[src/rtl/mask_bbox.sv]
// rtl/mask_bbox.sv - per-frame bounding box and pixel count of mask==0 object pixels
module mask_bbox #(
  parameter int H_ACTIVE = 640,
  parameter int V_ACTIVE = 480
) (
  input  logic        clk_25,
  input  logic        rst_n,
  input  logic        valid,
  input  logic        mask,
  input  logic [9:0]  mask_x,
  input  logic [9:0]  mask_y,
  input  logic [19:0] min_count,
  output logic        box_valid,
  output logic        box_found,
  output logic [9:0]  box_x0,
  output logic [9:0]  box_x1,
  output logic [9:0]  box_y0,
  output logic [9:0]  box_y1,
  output logic [19:0] obj_count,
  output logic        frame_err
);

  localparam logic [9:0]  X_LAST    = 10'(H_ACTIVE - 1);
  localparam logic [9:0]  Y_LAST    = 10'(V_ACTIVE - 1);
  localparam logic [19:0] COUNT_MAX = 20'hFFFFF;

  typedef enum logic [1:0] {IDLE, ACCUM, REPORT} state_t;

  state_t      state, state_nx;
  logic [9:0]  min_x, max_x, min_y, max_y;
  logic [19:0] count;

  logic        in_range, is_origin, is_last, abort, finish, hit;
  logic [9:0]  base_min_x, base_max_x, base_min_y, base_max_y;
  logic [19:0] base_count;
  logic [9:0]  nx_min_x, nx_max_x, nx_min_y, nx_max_y;
  logic [19:0] nx_count;
  logic        nx_found;

  // Strobe classification: only in-range strobes are ever considered.
  always_comb begin
    in_range  = valid && (mask_x <= X_LAST) && (mask_y <= Y_LAST);
    is_origin = in_range && (mask_x == 10'd0) && (mask_y == 10'd0);
    is_last   = in_range && (mask_x == X_LAST) && (mask_y == Y_LAST);
    abort     = is_origin && (state == ACCUM);
    // An origin strobe always restarts, so it can never also close the frame.
    finish    = is_last && !is_origin && (state == ACCUM);
    // Origin strobes start a frame from any state and are themselves accumulated.
    hit       = in_range && !mask && ((state == ACCUM) || is_origin);
  end

  // Accumulator next values: reload at frame start, then apply the current pixel.
  always_comb begin
    base_min_x = is_origin ? 10'd1023 : min_x;
    base_max_x = is_origin ? 10'd0    : max_x;
    base_min_y = is_origin ? 10'd1023 : min_y;
    base_max_y = is_origin ? 10'd0    : max_y;
    base_count = is_origin ? 20'd0    : count;
    nx_min_x   = base_min_x;
    nx_max_x   = base_max_x;
    nx_min_y   = base_min_y;
    nx_max_y   = base_max_y;
    nx_count   = base_count;
    if (hit) begin
      if (mask_x < base_min_x) nx_min_x = mask_x;
      if (mask_x > base_max_x) nx_max_x = mask_x;
      if (mask_y < base_min_y) nx_min_y = mask_y;
      if (mask_y > base_max_y) nx_max_y = mask_y;
      if (base_count != COUNT_MAX) nx_count = base_count + 20'd1;
    end
    nx_found = (nx_count >= min_count) && (nx_count != 20'd0);
  end

  // FSM state register.
  always_ff @(posedge clk_25 or negedge rst_n) begin
    if (!rst_n) state <= IDLE;
    else        state <= state_nx;
  end

  // FSM next-state: REPORT is a single cycle unless a new frame starts in it.
  always_comb begin
    state_nx = state;
    case (state)
      IDLE:    if (is_origin) state_nx = ACCUM;
      ACCUM:   if (finish)    state_nx = REPORT;
      REPORT:  state_nx = is_origin ? ACCUM : IDLE;
      default: state_nx = IDLE;
    endcase
  end

  // Working accumulators and registered frame results.
  always_ff @(posedge clk_25 or negedge rst_n) begin
    if (!rst_n) begin
      min_x     <= '0;
      max_x     <= '0;
      min_y     <= '0;
      max_y     <= '0;
      count     <= '0;
      box_valid <= 1'b0;
      box_found <= 1'b0;
      box_x0    <= '0;
      box_x1    <= '0;
      box_y0    <= '0;
      box_y1    <= '0;
      obj_count <= '0;
      frame_err <= 1'b0;
    end else begin
      min_x     <= nx_min_x;
      max_x     <= nx_max_x;
      min_y     <= nx_min_y;
      max_y     <= nx_max_y;
      count     <= nx_count;
      box_valid <= finish;
      frame_err <= abort;
      if (finish) begin
        box_found <= nx_found;
        box_x0    <= nx_found ? nx_min_x : 10'd0;
        box_x1    <= nx_found ? nx_max_x : 10'd0;
        box_y0    <= nx_found ? nx_min_y : 10'd0;
        box_y1    <= nx_found ? nx_max_y : 10'd0;
        obj_count <= nx_count;
      end
    end
  end

endmodule

[config.mk]
export PLATFORM = sky130hd
export DESIGN_NAME = mask_bbox
export DESIGN_NICKNAME = d
export VERILOG_FILES = /design/src/rtl/mask_bbox.sv
export SDC_FILE = /design/constraint.sdc
export NUM_CORES = 1
export LEC_CHECK = 0
export BUFFER_PORTS_ARGS = -buffer_cell sky130_fd_sc_hd__clkbuf_2
export CORE_MARGIN = 1
export CORE_UTILIZATION = 50
export DETAILED_ROUTE_END_ITERATION = 10
export PLACE_DENSITY = 0.71
export SLEW_MARGIN = 5
export SYNTH_ARGS = -nofsm -noshare
export SYNTH_HDL_FRONTEND = slang
export SYNTH_SLANG_ARGS = --single-unit
[constraint.sdc]
create_clock -name clk_25 -period 4.25 [get_ports clk_25]
set_clock_uncertainty 0.1 [all_clocks]
set_input_delay 0 -clock clk_25 [delete_from_list [all_inputs] [get_ports clk_25]]
set_output_delay 0 -clock clk_25 [all_outputs]
set_load 0.02 [all_outputs]
Word-level counts from Yosys, hierarchy flattened
Index checks and enable logic that the tools add are counted.
Storage, ports and cells
  bits of input ports: 44
  output and inout bits: 63
  register bits: 125
  word-level logic and storage cells: 72
Cells by class
  add/subtract/negate cells: 1
  magnitude comparators: 7
  equality and inequality tests: 7
  mux-type cells: 23
  reductions and logical operators: 20
Operator list (count)
  10-bit 2-to-1 mux: 16
  20-bit 2-to-1 mux: 3
  20-bit by 1-bit adder with 20-bit output, second input constant: 1
  20-bit >= comparator: 1
  10-bit > comparator: 2
  10-bit zero test: 2
  10-bit < comparator: 2
  20-bit != test, second input constant: 1
  20-bit nonzero test: 1
  1-bit logical AND: 12
  10-bit equality test, second input constant: 1
  10-bit by 9-bit equality test with 1-bit output, second input constant: 1
  10-bit <= comparator, second input constant: 1
  10-bit by 9-bit <= comparator with 1-bit output, second input constant: 1
  2-bit case mux with 3 select lines: 1
  2-bit 2-to-1 mux: 2
  2-bit != test, second input constant: 2
  2-bit by 1-bit equality test with 1-bit output, second input constant: 1
  2-bit equality test, second input constant: 1
  1-bit zero test: 2
  2-bit zero test: 1
  2-bit AND reduction: 1
  1-bit logical OR: 1
  1-bit 2-to-1 mux: 1

Depth between registers and ports, before layout
  depth after elaboration: 12
  mapped depth: 24
  depth with buffers taken out: 20

Least setup slack after synthesis
OpenSTA, ideal clock, no wires.
  path kind: input port to flip-flop
  from: in mask_y[7]
  to: reg box_x1[5]
  data required time: 4.030 ns
  library setup time: 0.120 ns
  path slack: -0.345 ns
  data arrival time: 4.375 ns
  path buffers: 6
  stages: 24
  cell sequence: nand4_1 and3_1 clkbuf_1 nand3_1 clkbuf_1 clkbuf_1 clkbuf_1 and2_1 ha_1 nand4_1 o21a_1 o21a_1 xor2_1 ha_1 nand2b_1 a21o_1 a21oi_1 nor3_1 o31a_1 o21ai_0 nor2_1 buf_2 buf_2 a31o_2
On the way
  longest elaborated chain between the ends: 11
  elaborated cells between the ends (all ways): 27
  those cells by class: add/sub (1); order compare (3); eq/ne (2); mux (7); reduce/logical (14)
RTL lines
  from (decl): line 11  | input logic [9:0] mask_y,
  10-bit by 9-bit <= comparator with 1-bit output: line 42  | in_range = valid && (mask_x <= X_LAST) && (mask_y <= Y_LAST);
  1-bit logical AND: line 42
  1-bit logical AND (2 in series): line 43  | is_origin = in_range && (mask_x == 10'd0) && (mask_y == 10'd0);
  20-bit 2-to-1 mux: line 58  | base_count = is_origin ? 20'd0 : count;
  20-bit by 1-bit adder with 20-bit output / 20-bit != test (equally long branches): line 69  | if (base_count != COUNT_MAX) nx_count = base_count + 20'd1;
  20-bit 2-to-1 mux: line 69
  20-bit 2-to-1 mux: line 64  | if (hit) begin
  20-bit >= comparator / 20-bit nonzero test (equally long branches): line 71  | nx_found = (nx_count >= min_count) && (nx_count != 20'd0);
  1-bit logical AND: line 71
  10-bit 2-to-1 mux: line 118  | box_x1 <= nx_found ? nx_max_x : 10'd0;
  to (signal assigned): line 118
  to (decl): line 16  | output logic [9:0] box_x1,
Several ways; a longest one is shown, not always the timed one.
A chain may end at the register's enable or synchronous reset.

Final worst setup path
  from: reg count[0]
  to: reg box_x0[1]
On the way
  longest elaborated chain between the ends: 7
  elaborated cells between the ends (all ways): 9
  those cells by class: add/sub (1); order compare (1); eq/ne (1); mux (4); reduce/logical (2)
RTL lines
  from (decl): line 31  | logic [19:0] count;
  from (signal assigned): line 112  | count <= nx_count;
  20-bit 2-to-1 mux *: line 58
  20-bit by 1-bit adder with 20-bit output / 20-bit != test (equally long branches): line 69
  20-bit 2-to-1 mux *: line 69
  20-bit 2-to-1 mux *: line 64
  net nx_count[1]: line 37  | logic [19:0] nx_count;
  20-bit >= comparator / 20-bit nonzero test (equally long branches): line 71
  1-bit logical AND *: line 71
  10-bit 2-to-1 mux *: line 117  | box_x0 <= nx_found ? nx_min_x : 10'd0;
  to (signal assigned): line 117
  to (decl): line 15  | output logic [9:0] box_x0,
The timed path passes the listed nets; every way through them passes the cells marked *.

==> run metrics <==
status completed; footprint of the multi-input gates 3780 um2; fin area 9030 um2; GRT Util Overall 0.296; sequential fraction of the synthesis area 0.438; WP buf/inv 3; initial drt markers 379; dpl ws -99.1 ps; post-synthesis cell type count 55; vias in the first global route 6483; largest net degree at the start of global routing 85; CP cell instances nand2_1 > inv_1 > ha_2 > nand4_1 > o21a_1 > o21a_1 > buf_4 > o32a_1 > ha_1 > a21o_1 > a21oi_1 > nor3_1 > o31a_1 > o21ai_1 > nor2_2 > buf_12 > a32o_1; total clock sinks 125; Compound-Gate Fraction of Synth Area 0.155; drt pass-1 iters 5; Die Width between 100 and 150 um; mux cell area share after synthesis 0.0468; net count after synthesis approximately 850; # setup viols final 0; first-pass GRT wire length about 33000 um; via count 6405; core footprint ~14000 um2; Seq. cell area between 3000 and 4000 um2; share of the synthesized area in the top cell type 0.438; area grow syn2layout 26.5%; Crit path top cell by count o21a_1; io pins about 110; Post-Synth Simple-Gate Area 0.197; yosys warns 0; Layout Nets 1010; Site Rows 43; Syn Std Cell Area 7140 um2; Synth Area in Adders 0.103; slowest library cell on the worst path dfrtp_2; die height about 120 um; placed instance area around 8200 um2; dpl hpwl between 15000 and 20000 um; Worst-Skew Late Latency 430 ps; setup ws final 179 ps; total of fill cells in the finished design 1144; post-synthesis async set-or-reset flop share 1.00; Top delay family on crit path compound AO/OA/AOI/OAI gates; Worst Hold Class input pin to flip-flop; vias per std cell 5.82; clock root buffer clkbuf_16; worst ir drop on vdd approximately 0.00038 V; die area 14800 um2; hold path start mask_x[0]; Syn Inst Count 745; CTS clock-pin slew for the worst setup and hold paths ~60 ps; WS Path Type flip-flop to flip-flop; largest family of logic cells by synthesized area simple AND/OR/NAND/NOR gates; TritonCTS clock tree done; Top Usage Layer GRT met2; Routed wire per std cell 18.7 um; IO Port Bufs 106; Pwr per Cell Area approximately 420 nW/um2; Post-Synth XOR/XNOR Area 0.00982; RD Place Congestion 0.950; start of the worst register-to-register path count[0]; maxcap violations 0; Max Clock Freq 246 MHz; max-slew violations 0; Synth area leader dfrtp_1; Fin Hold WS roughly 28 ps; worst path arrival time around 4300 ps; GR Overflow Total 0; share of post-route cells with drive strength above 1 0.264; unrepaired setup endpoints after global routing false; # DRC 0; type of origin of the critical path flip-flop; Post-synth EDFFs 0; critical path peak fanout 33; total CTS buffers 17; top_reg_cell synth dfrtp_1; crit-path max cell delay 430 ps; met2 Track Usage GR 0.495; Yosys reg bits about 130; Initial Util 0.514; ANT nets after route 0; Crit. Startpoint count[0]; H-Tree Depth 4; final WL 20600 um; final core occ 0.650; grt met3 use 0.0597; CP endpoint kind flip-flop; top cells by area, synth dfrtp_1 44%, ha_1 10%, nand2_1 4.3%, and2_1 3.1%, o21ai_0 3.0%; Worst-Margin Slew 1050 ps; antenna cell count 0; fin crit period 4070 ps; Pwr Total 3.83 mW; Tcrit/Tclk final 0.958; worst endpoint required time 4470 ps; Leak between 4 and 5 nW; initial antenna violation count 0; Final Hold Viols 0; CTS Buffer Depth 2; relative slew slack 0.297; GRT met1 Usage 0.365; Mapped Avg Cell Area about 9.6 um2
Yosys cell counts (2+ instances only):
library cell and n:
xor2_1 6, and3_1 9, o21ai_1 2, a21oi_1 21, a31oi_1 6, a211oi_1 7, and4_1 6, nor2b_1 6
o21a_1 4, a311o_1 2, nand3_1 30, nor3_1 8, buf_1 3, o21ai_0 43, and2_1 35, nand4_1 27
nor4_1 13, dfrtp_1 125, buf_6 3, inv_1 50, ha_1 59, nand2b_1 4, nor2_1 45, a21o_1 12
buf_2 7, mux2_2 11, o2111ai_1 3, o31ai_1 4, a31o_2 20, nor4b_1 2, mux2i_1 21, nand2_1 81
a41oi_1 3, a31o_1 10, clkbuf_1 20, o211ai_1 16, a32o_1 2, xnor2_1 2
repair_timing:
action                                  CTS  global route
buffers inserted                          0             0
gates resized for setup                   0             3
hold endpoints to repair                111             0
endpoints found under the setup margin    0            39
hold buffers                             19             0
flip-flops by register name, indices dropped and copies added, names as in the netlist:
name / count
box_found: 1
box_valid: 1
box_x0: 10
box_x1: 10
box_y0: 10
box_y1: 10
count: 20
frame_err: 1
max_x: 10
max_y: 10
min_x: 10
min_y: 10
obj_count: 20
state: 2
worst register-to-register path, delay by kind of cell, from the launching register on:
kind,cells,cell delay [ps]
compound gates,8,1960
flops,1,430
simple gates,4,530
fa+ha+maj,2,490
buf+inv,3,460
power breakdown:
part / switching (mW) / internal (mW)
logic: 0.546 / 0.377
registers: 0.0942 / 1.37
clock network: 0.609 / 0.839
cell families (layout without fill, tap and decap cells):
logic type                 count (synthesis)  in the layout
muxes                                     32             32
and+or+nand+nor                          276            276
xor gates and xnor gates                   8              8
DFF                                      125            125
AOI/OAI and AO/OA                        161            161
adders and majority gates                 59             59
buffers and inverters                     84            259
routing by layer:
metal,routed length (um),part of all wire
met2,10100,0.49
met4,668,0.032
met1,8850,0.43
met5,0,0
met3,976,0.047
layout make-up:
class,instances,share of cell area
well taps,180,0.0249
inverters,50,0.0208
clock inverters,14,0.0158
flip-flops and latches,125,0.347
repair buffers,177,0.125
multi-input cells,536,0.419
clock buffers,18,0.0486
through the flow:
step	std cells	setup TNS, ps
finish	1100	0
global route	1100	0
CTS	1100	0
detailed placement	1049	-2370
global placement	1049	-768
floorplan	745	0
cells in the final DEF, fill, tap and decap left out, types with 29 or more instances in the layout:
| cell type | instances |
|---|---|
| nand2_1 | 81 |
| o21ai_0 | 42 |
| dfrtp_1 | 124 |
| inv_1 | 50 |
| and2_1 | 35 |
| clkbuf_2 | 105 |
| buf_4 | 52 |
| nand3_1 | 29 |
| nor2_1 | 44 |
| ha_1 | 58 |
worst paths after layout:
path                            slack (ps)  depth (start not counted)       endpoint
max in group asynchronous             2730                          3  obj_count[16]
worst max register to register         180                         17      box_x0[1]
min in group asynchronous              190                          2      box_x0[6]
worst min register to register         370                          2      box_y1[6]
worst min-delay path                    30                          5       state[1]
worst max-delay path                   180                         17      box_x0[1]
Note: power is estimated with default switching activity, not from simulation.
